`config.mk`:
```
export PLATFORM = sky130hd
export DESIGN_NAME = alu_issue_stage
export DESIGN_NICKNAME = d
export VERILOG_FILES = /design/src/rtl/alu_issue_pkg.sv /design/src/rtl/alu_issue_bypass.sv /design/src/rtl/alu_issue_stage.sv
export SDC_FILE = /design/constraint.sdc
export NUM_CORES = 1
export LEC_CHECK = 0
export CORE_MARGIN = 1.5
export CORE_UTILIZATION = 35
export CTS_BUF_LIST = sky130_fd_sc_hd__clkbuf_4 sky130_fd_sc_hd__clkbuf_8
export DETAILED_ROUTE_END_ITERATION = 6
export PLACE_DENSITY_LB_ADDON = 0.25
export SYNTH_ARGS = -nofsm -noshare
export SYNTH_HDL_FRONTEND = slang
export SYNTH_SLANG_ARGS = --single-unit
```
`constraint.sdc`:
```
create_clock -name clk -period 2.42 [get_ports clk]
set_input_delay 0.484 -clock clk [delete_from_list [all_inputs] [get_ports clk]]
set_output_delay 0.484 -clock clk [all_outputs]
set_load 0.02 [all_outputs]
```
`src/rtl/alu_issue_pkg.sv`:
```
// alu_issue_pkg: shared widths, ALU function codes and the issue-entry record.
package alu_issue_pkg;
    localparam int DW_DEF = 32;
    localparam int FW_DEF = 6;
    localparam logic [FW_DEF-1:0] ALU_ADD  = 6'h20;
    localparam logic [FW_DEF-1:0] ALU_ADDU = 6'h21;
    localparam logic [FW_DEF-1:0] ALU_SUB  = 6'h22;
    localparam logic [FW_DEF-1:0] ALU_SUBU = 6'h23;
    localparam logic [FW_DEF-1:0] ALU_AND  = 6'h24;
    localparam logic [FW_DEF-1:0] ALU_OR   = 6'h25;
    localparam logic [FW_DEF-1:0] ALU_XOR  = 6'h26;
    localparam logic [FW_DEF-1:0] ALU_NOR  = 6'h27;
    localparam logic [FW_DEF-1:0] ALU_SLT  = 6'h2a;
    localparam logic [FW_DEF-1:0] ALU_SLTU = 6'h2b;
    typedef struct packed {
        logic [DW_DEF-1:0] a;
        logic [DW_DEF-1:0] b;
        logic [FW_DEF-1:0] f;
        logic [4:0]        rs_idx;
        logic [4:0]        rt_idx;
        logic [4:0]        rd_idx;
        logic              use_imm;
        logic              wen;
    } entry_t;
endpackage

```
`src/rtl/alu_issue_bypass.sv`:
```
// alu_issue_bypass: replaces entry operands with writeback data on index match.
// Active only when ALU_ISSUE_BYPASS_EN is defined; otherwise a pass-through.
module alu_issue_bypass
    import alu_issue_pkg::*;
(
    input  entry_t            e_i,
    input  logic              wb_en,
    input  logic [4:0]        wb_idx,
    input  logic [DW_DEF-1:0] wb_data,
    output entry_t            e_o
);
`ifdef ALU_ISSUE_BYPASS_EN
    logic hit_a, hit_b;
    always_comb begin
        hit_a = wb_en && wb_idx != 5'd0 && wb_idx == e_i.rs_idx;
        hit_b = wb_en && wb_idx != 5'd0 && !e_i.use_imm && wb_idx == e_i.rt_idx;
        e_o   = e_i;
        e_o.a = hit_a ? wb_data : e_i.a;
        e_o.b = hit_b ? wb_data : e_i.b;
    end
`else
    logic unused_wb;
    assign unused_wb = ^{wb_en, wb_idx, wb_data};
    assign e_o = e_i;
`endif
endmodule

```
`src/rtl/alu_issue_stage.sv`:
```
// alu_issue_stage: two-entry (main + skid) ALU operand issue buffer with
// optional writeback bypass (ALU_ISSUE_BYPASS_EN).
module alu_issue_stage
    import alu_issue_pkg::*;
#(
    parameter int DW = DW_DEF,
    parameter int FW = FW_DEF
) (
    input  logic          clk,
    input  logic          rst_n,
    input  logic          in_valid,
    output logic          in_ready,
    input  logic [DW-1:0] in_rs_data,
    input  logic [DW-1:0] in_rt_data,
    input  logic [4:0]    in_rs_idx,
    input  logic [4:0]    in_rt_idx,
    input  logic [4:0]    in_rd_idx,
    input  logic [15:0]   in_imm,
    input  logic          in_use_imm,
    input  logic          in_imm_sext,
    input  logic [FW-1:0] in_f,
    input  logic          in_wen,
    input  logic          flush,
    input  logic          wb_en,
    input  logic [4:0]    wb_idx,
    input  logic [DW-1:0] wb_data,
    output logic          out_valid,
    input  logic          out_ready,
    output logic [DW-1:0] out_a,
    output logic [DW-1:0] out_b,
    output logic [FW-1:0] out_f,
    output logic [4:0]    out_rd_idx,
    output logic          out_wen
);
    entry_t main_q, main_d, skid_q, skid_d, raw, cap, main_bp, skid_bp;
    logic   main_v_q, main_v_d, skid_v_q, skid_v_d, in_ready_q, in_ready_d;
    logic   in_fire, out_fire;

    always_comb begin
        raw.a       = in_rs_data;
        raw.b       = in_use_imm ? (in_imm_sext ? {{(DW-16){in_imm[15]}}, in_imm}
                                                : {{(DW-16){1'b0}}, in_imm})
                                 : in_rt_data;
        raw.f       = in_f;
        raw.rs_idx  = in_rs_idx;
        raw.rt_idx  = in_rt_idx;
        raw.rd_idx  = in_rd_idx;
        raw.use_imm = in_use_imm;
        raw.wen     = in_wen;
    end

    alu_issue_bypass u_bp_cap  (.e_i(raw),    .wb_en(wb_en), .wb_idx(wb_idx), .wb_data(wb_data), .e_o(cap));
    alu_issue_bypass u_bp_main (.e_i(main_q), .wb_en(wb_en), .wb_idx(wb_idx), .wb_data(wb_data), .e_o(main_bp));
    alu_issue_bypass u_bp_skid (.e_i(skid_q), .wb_en(wb_en), .wb_idx(wb_idx), .wb_data(wb_data), .e_o(skid_bp));

    assign in_fire  = in_valid && in_ready_q;
    assign out_fire = main_v_q && out_ready;

    // Invalid slots keep their old contents so outputs hold while out_valid=0.
    always_comb begin
        main_d   = main_v_q ? main_bp : main_q;
        skid_d   = skid_v_q ? skid_bp : skid_q;
        main_v_d = main_v_q;
        skid_v_d = skid_v_q;
        if (flush) begin
            main_v_d = 1'b0;
            skid_v_d = 1'b0;
        end else if (out_fire || !main_v_q) begin
            if (skid_v_q) begin
                main_d   = skid_bp;
                main_v_d = 1'b1;
                skid_v_d = 1'b0;
            end else begin
                main_v_d = in_fire;
                main_d   = in_fire ? cap : main_d;
            end
        end else if (in_fire) begin
            skid_d   = cap;
            skid_v_d = 1'b1;
        end
        in_ready_d = !skid_v_d;
    end

    always_ff @(posedge clk or negedge rst_n) begin
        if (!rst_n) begin
            main_q     <= '0;
            skid_q     <= '0;
            main_v_q   <= 1'b0;
            skid_v_q   <= 1'b0;
            in_ready_q <= 1'b1;
        end else begin
            main_q     <= main_d;
            skid_q     <= skid_d;
            main_v_q   <= main_v_d;
            skid_v_q   <= skid_v_d;
            in_ready_q <= in_ready_d;
        end
    end

    assign in_ready   = in_ready_q;
    assign out_valid  = main_v_q;
    assign out_a      = main_q.a;
    assign out_b      = main_q.b;
    assign out_f      = main_q.f;
    assign out_rd_idx = main_q.rd_idx;
    assign out_wen    = main_q.wen;
endmodule

```
==> results.json <==
{
  "critPathRequiredTime_ns": 1.94,
  "cp_slowest_cell": "clkdlybuf4s50_1",
  "reg2reg_from": "skid_v_q",
  "worstPathMaxFanout": 3,
  "p_sw_share_pct": 28.49,
  "final_util_pct": 48.14,
  "clock_latency_ns": 0.44,
  "drt-wirelength-per-cell_um": 15.79,
  "period_needed_ns": 2.149,
  "crit_family": "buffers and inverters",
  "worstSetupStartpointType": "register",
  "rrSetupSlack_ns": 0.47,
  "intPower_mw": 5.462,
  "hold_class": "in2async",
  "routed_wl_mm": 15.76,
  "grt_pass1_vias": 5055,
  "maxCapViolCount": 0,
  "cts_resized": 0,
  "path_class": "reg2out",
  "syn_inst": 540,
  "die_w_um": 147.1,
  "grt_max_degree": 75,
  "rsz0062_at_grt": "no",
  "critPathArrivalTime_ns": 1.66,
  "rows": 52,
  "fin_nets": 862,
  "first_iter_violations": 115,
  "io_buffers": 176,
  "grt_use_total_pct": 15.34,
  "hold_slack_ns": 0.04649,
  "diodes": 0,
  "worst_slew_pin_slew_ns": 0.7326,
  "ys_seq_area_share_pct": 53.41,
  "overflow": 0,
  "irDropWorstVdd_uv": 373.1,
  "drcViolationCount": 0,
  "ys_warn_count": 0,
  "cts_buffers": 17,
  "syn_area_per_cell_um2": 13.45,
  "fp.dieH_um": 147.1,
  "cp_cell_sequence": "clkdlybuf4s50_1",
  "core-area_um2": 20300,
  "setup_viol": 0,
  "synth_common_cells": "dfrtp_1 (154), mux2_2 (132), mux2i_1 (48)",
  "power_density_nw_per_um2": 781.7,
  "synth.distinct_cells": 26,
  "die_area_um2": 21630,
  "final_max_slew_viol_count": 0,
  "synth_edf_count": 0,
  "slew_headroom_pct": 51.16,
  "ys_ff_latch": 155,
  "drive_gt1_share_pct": 27.61,
  "clock_sinks": 155,
  "crit_buf_inv": 1,
  "dr.pass1.iters": 4,
  "syn_area_um2": 7264,
  "finalWorstSetupSlack_ns": 0.2713,
  "power_frac_seq_pct": 46.0,
  "antenna_found_initial": 0,
  "synth_area_leaders": "dfrtp_1 (53%), mux2_2 (20%), mux2i_1 (6.6%)",
  "synthArstFlopShare_pct": 100.0,
  "gp_congestion": 0.7323,
  "status": "complete, no violations",
  "ys.flop_type": "dfrtp_1",
  "hpwl_mm": 10.47,
  "vias_per_cell": 4.648,
  "hold_viol": 0,
  "syn2layout_area_growth_pct": 34.52,
  "r2r_cells": 3,
  "synth_nets": 687,
  "tns_ns": 0,
  "cts-hold-fix-buffers": 0,
  "leakagePower_nw": 4.060,
  "fill_cells": 1804,
  "synthDominantCellAreaShare_pct": 53.05,
  "synth_area_leader_cell": "dfrtp_1",
  "ant_nets": 0,
  "cts_htree_levels": 4,
  "grt_pass1_wl_mm": 26.07,
  "power_switching_mw": 2.176,
  "r2r-end": "out_f[0]",
  "initial_core_util_pct": 35.79,
  "vias": 4639,
  "comb_power_share_pct": 26.6,
  "clkPwrFrac_pct": 27.4,
  "multi_input_area_um2": 3012,
  "cts_tree": "yes",
  "post-place-ws_ns": 0.1574,
  "post-cts-setup-buffer-count": 0,
  "seqCellArea_um2": 3884,
  "cpPeakStageDelay_ns": 0.65,
  "cp-end-kind": "output port",
  "cts_max_path_buffers": 2,
  "cts.clk_slew.worst_paths_ns": 0.09,
  "finalCritPeriodShare_pct": 88.79,
  "synth_most_common_cell": "dfrtp_1",
  "clock.fmax_mhz": 465.4,
  "io_pins": 225,
  "cts_root_buf": "clkbuf_8",
  "finClkSkew_ns": 0.008857
}
## metrics by stage
step	std cells	power [mW]	area, um2
after global routing	998	8.061	9772
after global placement	966	5.540	9340
after floorplan	540	4.618	7264
after CTS	998	7.776	9772
final	998	7.638	9772
after detailed placement	966	5.623	9340
## layout by cell type, fill, tap and decap left out, types with 2 or more instances in the layout
cell,Yosys,layout
and2b_1,2,2
buf_12,0,9
buf_4,5,6
bufinv_16,0,3
clkbuf_8,0,19
clkdlybuf4s50_1,0,174
clkinv_4,0,4
clkinvlp_4,0,2
dfrtp_1,154,153
inv_1,33,33
inv_6,0,2
mux2_1,19,19
mux2_2,132,132
mux2_4,13,13
mux2i_1,48,48
nand2_1,17,17
nand2b_1,16,16
nor2_1,16,16
nor2b_1,14,14
nor3_4,1,2
o21ai_0,16,16
o31a_1,16,16
## cell families (layout without fill, tap and decap cells)
group,Yosys count,count (layout),synth area share [%]
AND/OR/NAND/NOR,71,71,5.339
buffers and inverters,68,256,5.219
multiplexers,212,212,32.71
AO/OA/AOI/OAI,34,34,3.324
flip-flops,155,155,53.41
## cell type report
cell class / instances / area share, %
tap: 270 / 3.457
timing repair buffer: 191 / 20.29
inverter: 33 / 1.268
clock inverter: 12 / 1.665
multi-input combinational: 317 / 30.82
clock buffer: 20 / 2.753
sequential: 155 / 39.74
## worst max path at each step
stage                     cells past startpoint      from  slack, ns    endpoint
after global routing                          1  in_ready       0.19    in_ready
after CTS                                     1  in_ready       0.23    in_ready
after floorplan                               5  in_ready       0.78  skid_q[78]
after global placement                        4     flush       0.20   out_b[13]
after detailed placement                      4     flush       0.16    out_a[7]
final                                         1  in_ready       0.27    in_ready
## routing by layer
layer,track usage (%),routed length [um],vias to the layer above
li1,-,-,2213
met1,18.45,6972,2311
met2,25.75,7606,106
met3,5.466,1050,9
met4,4.650,131,0
met5,0,0,-
## flip-flops by register name, summed over array words and instances, names as in the netlist
signal      count
out_valid       1
out_a          32
out_b          32
out_f           6
skid_q         76
in_ready        1
skid_v_q        1
out_wen         1
out_rd_idx      5
## power groups by stage
stage	clock network, mW	logic [mW]	registers, mW
3_5_place_dp	0	2.07	3.56
2_1_floorplan	0	0.793	3.83
4_1_cts	2.19	2.07	3.51
6_report	2.09	2.04	3.51
5_1_grt	2.28	2.19	3.59
3_3_place_gp	0	2.02	3.52
Note: power is estimated with default switching activity, not from simulation.
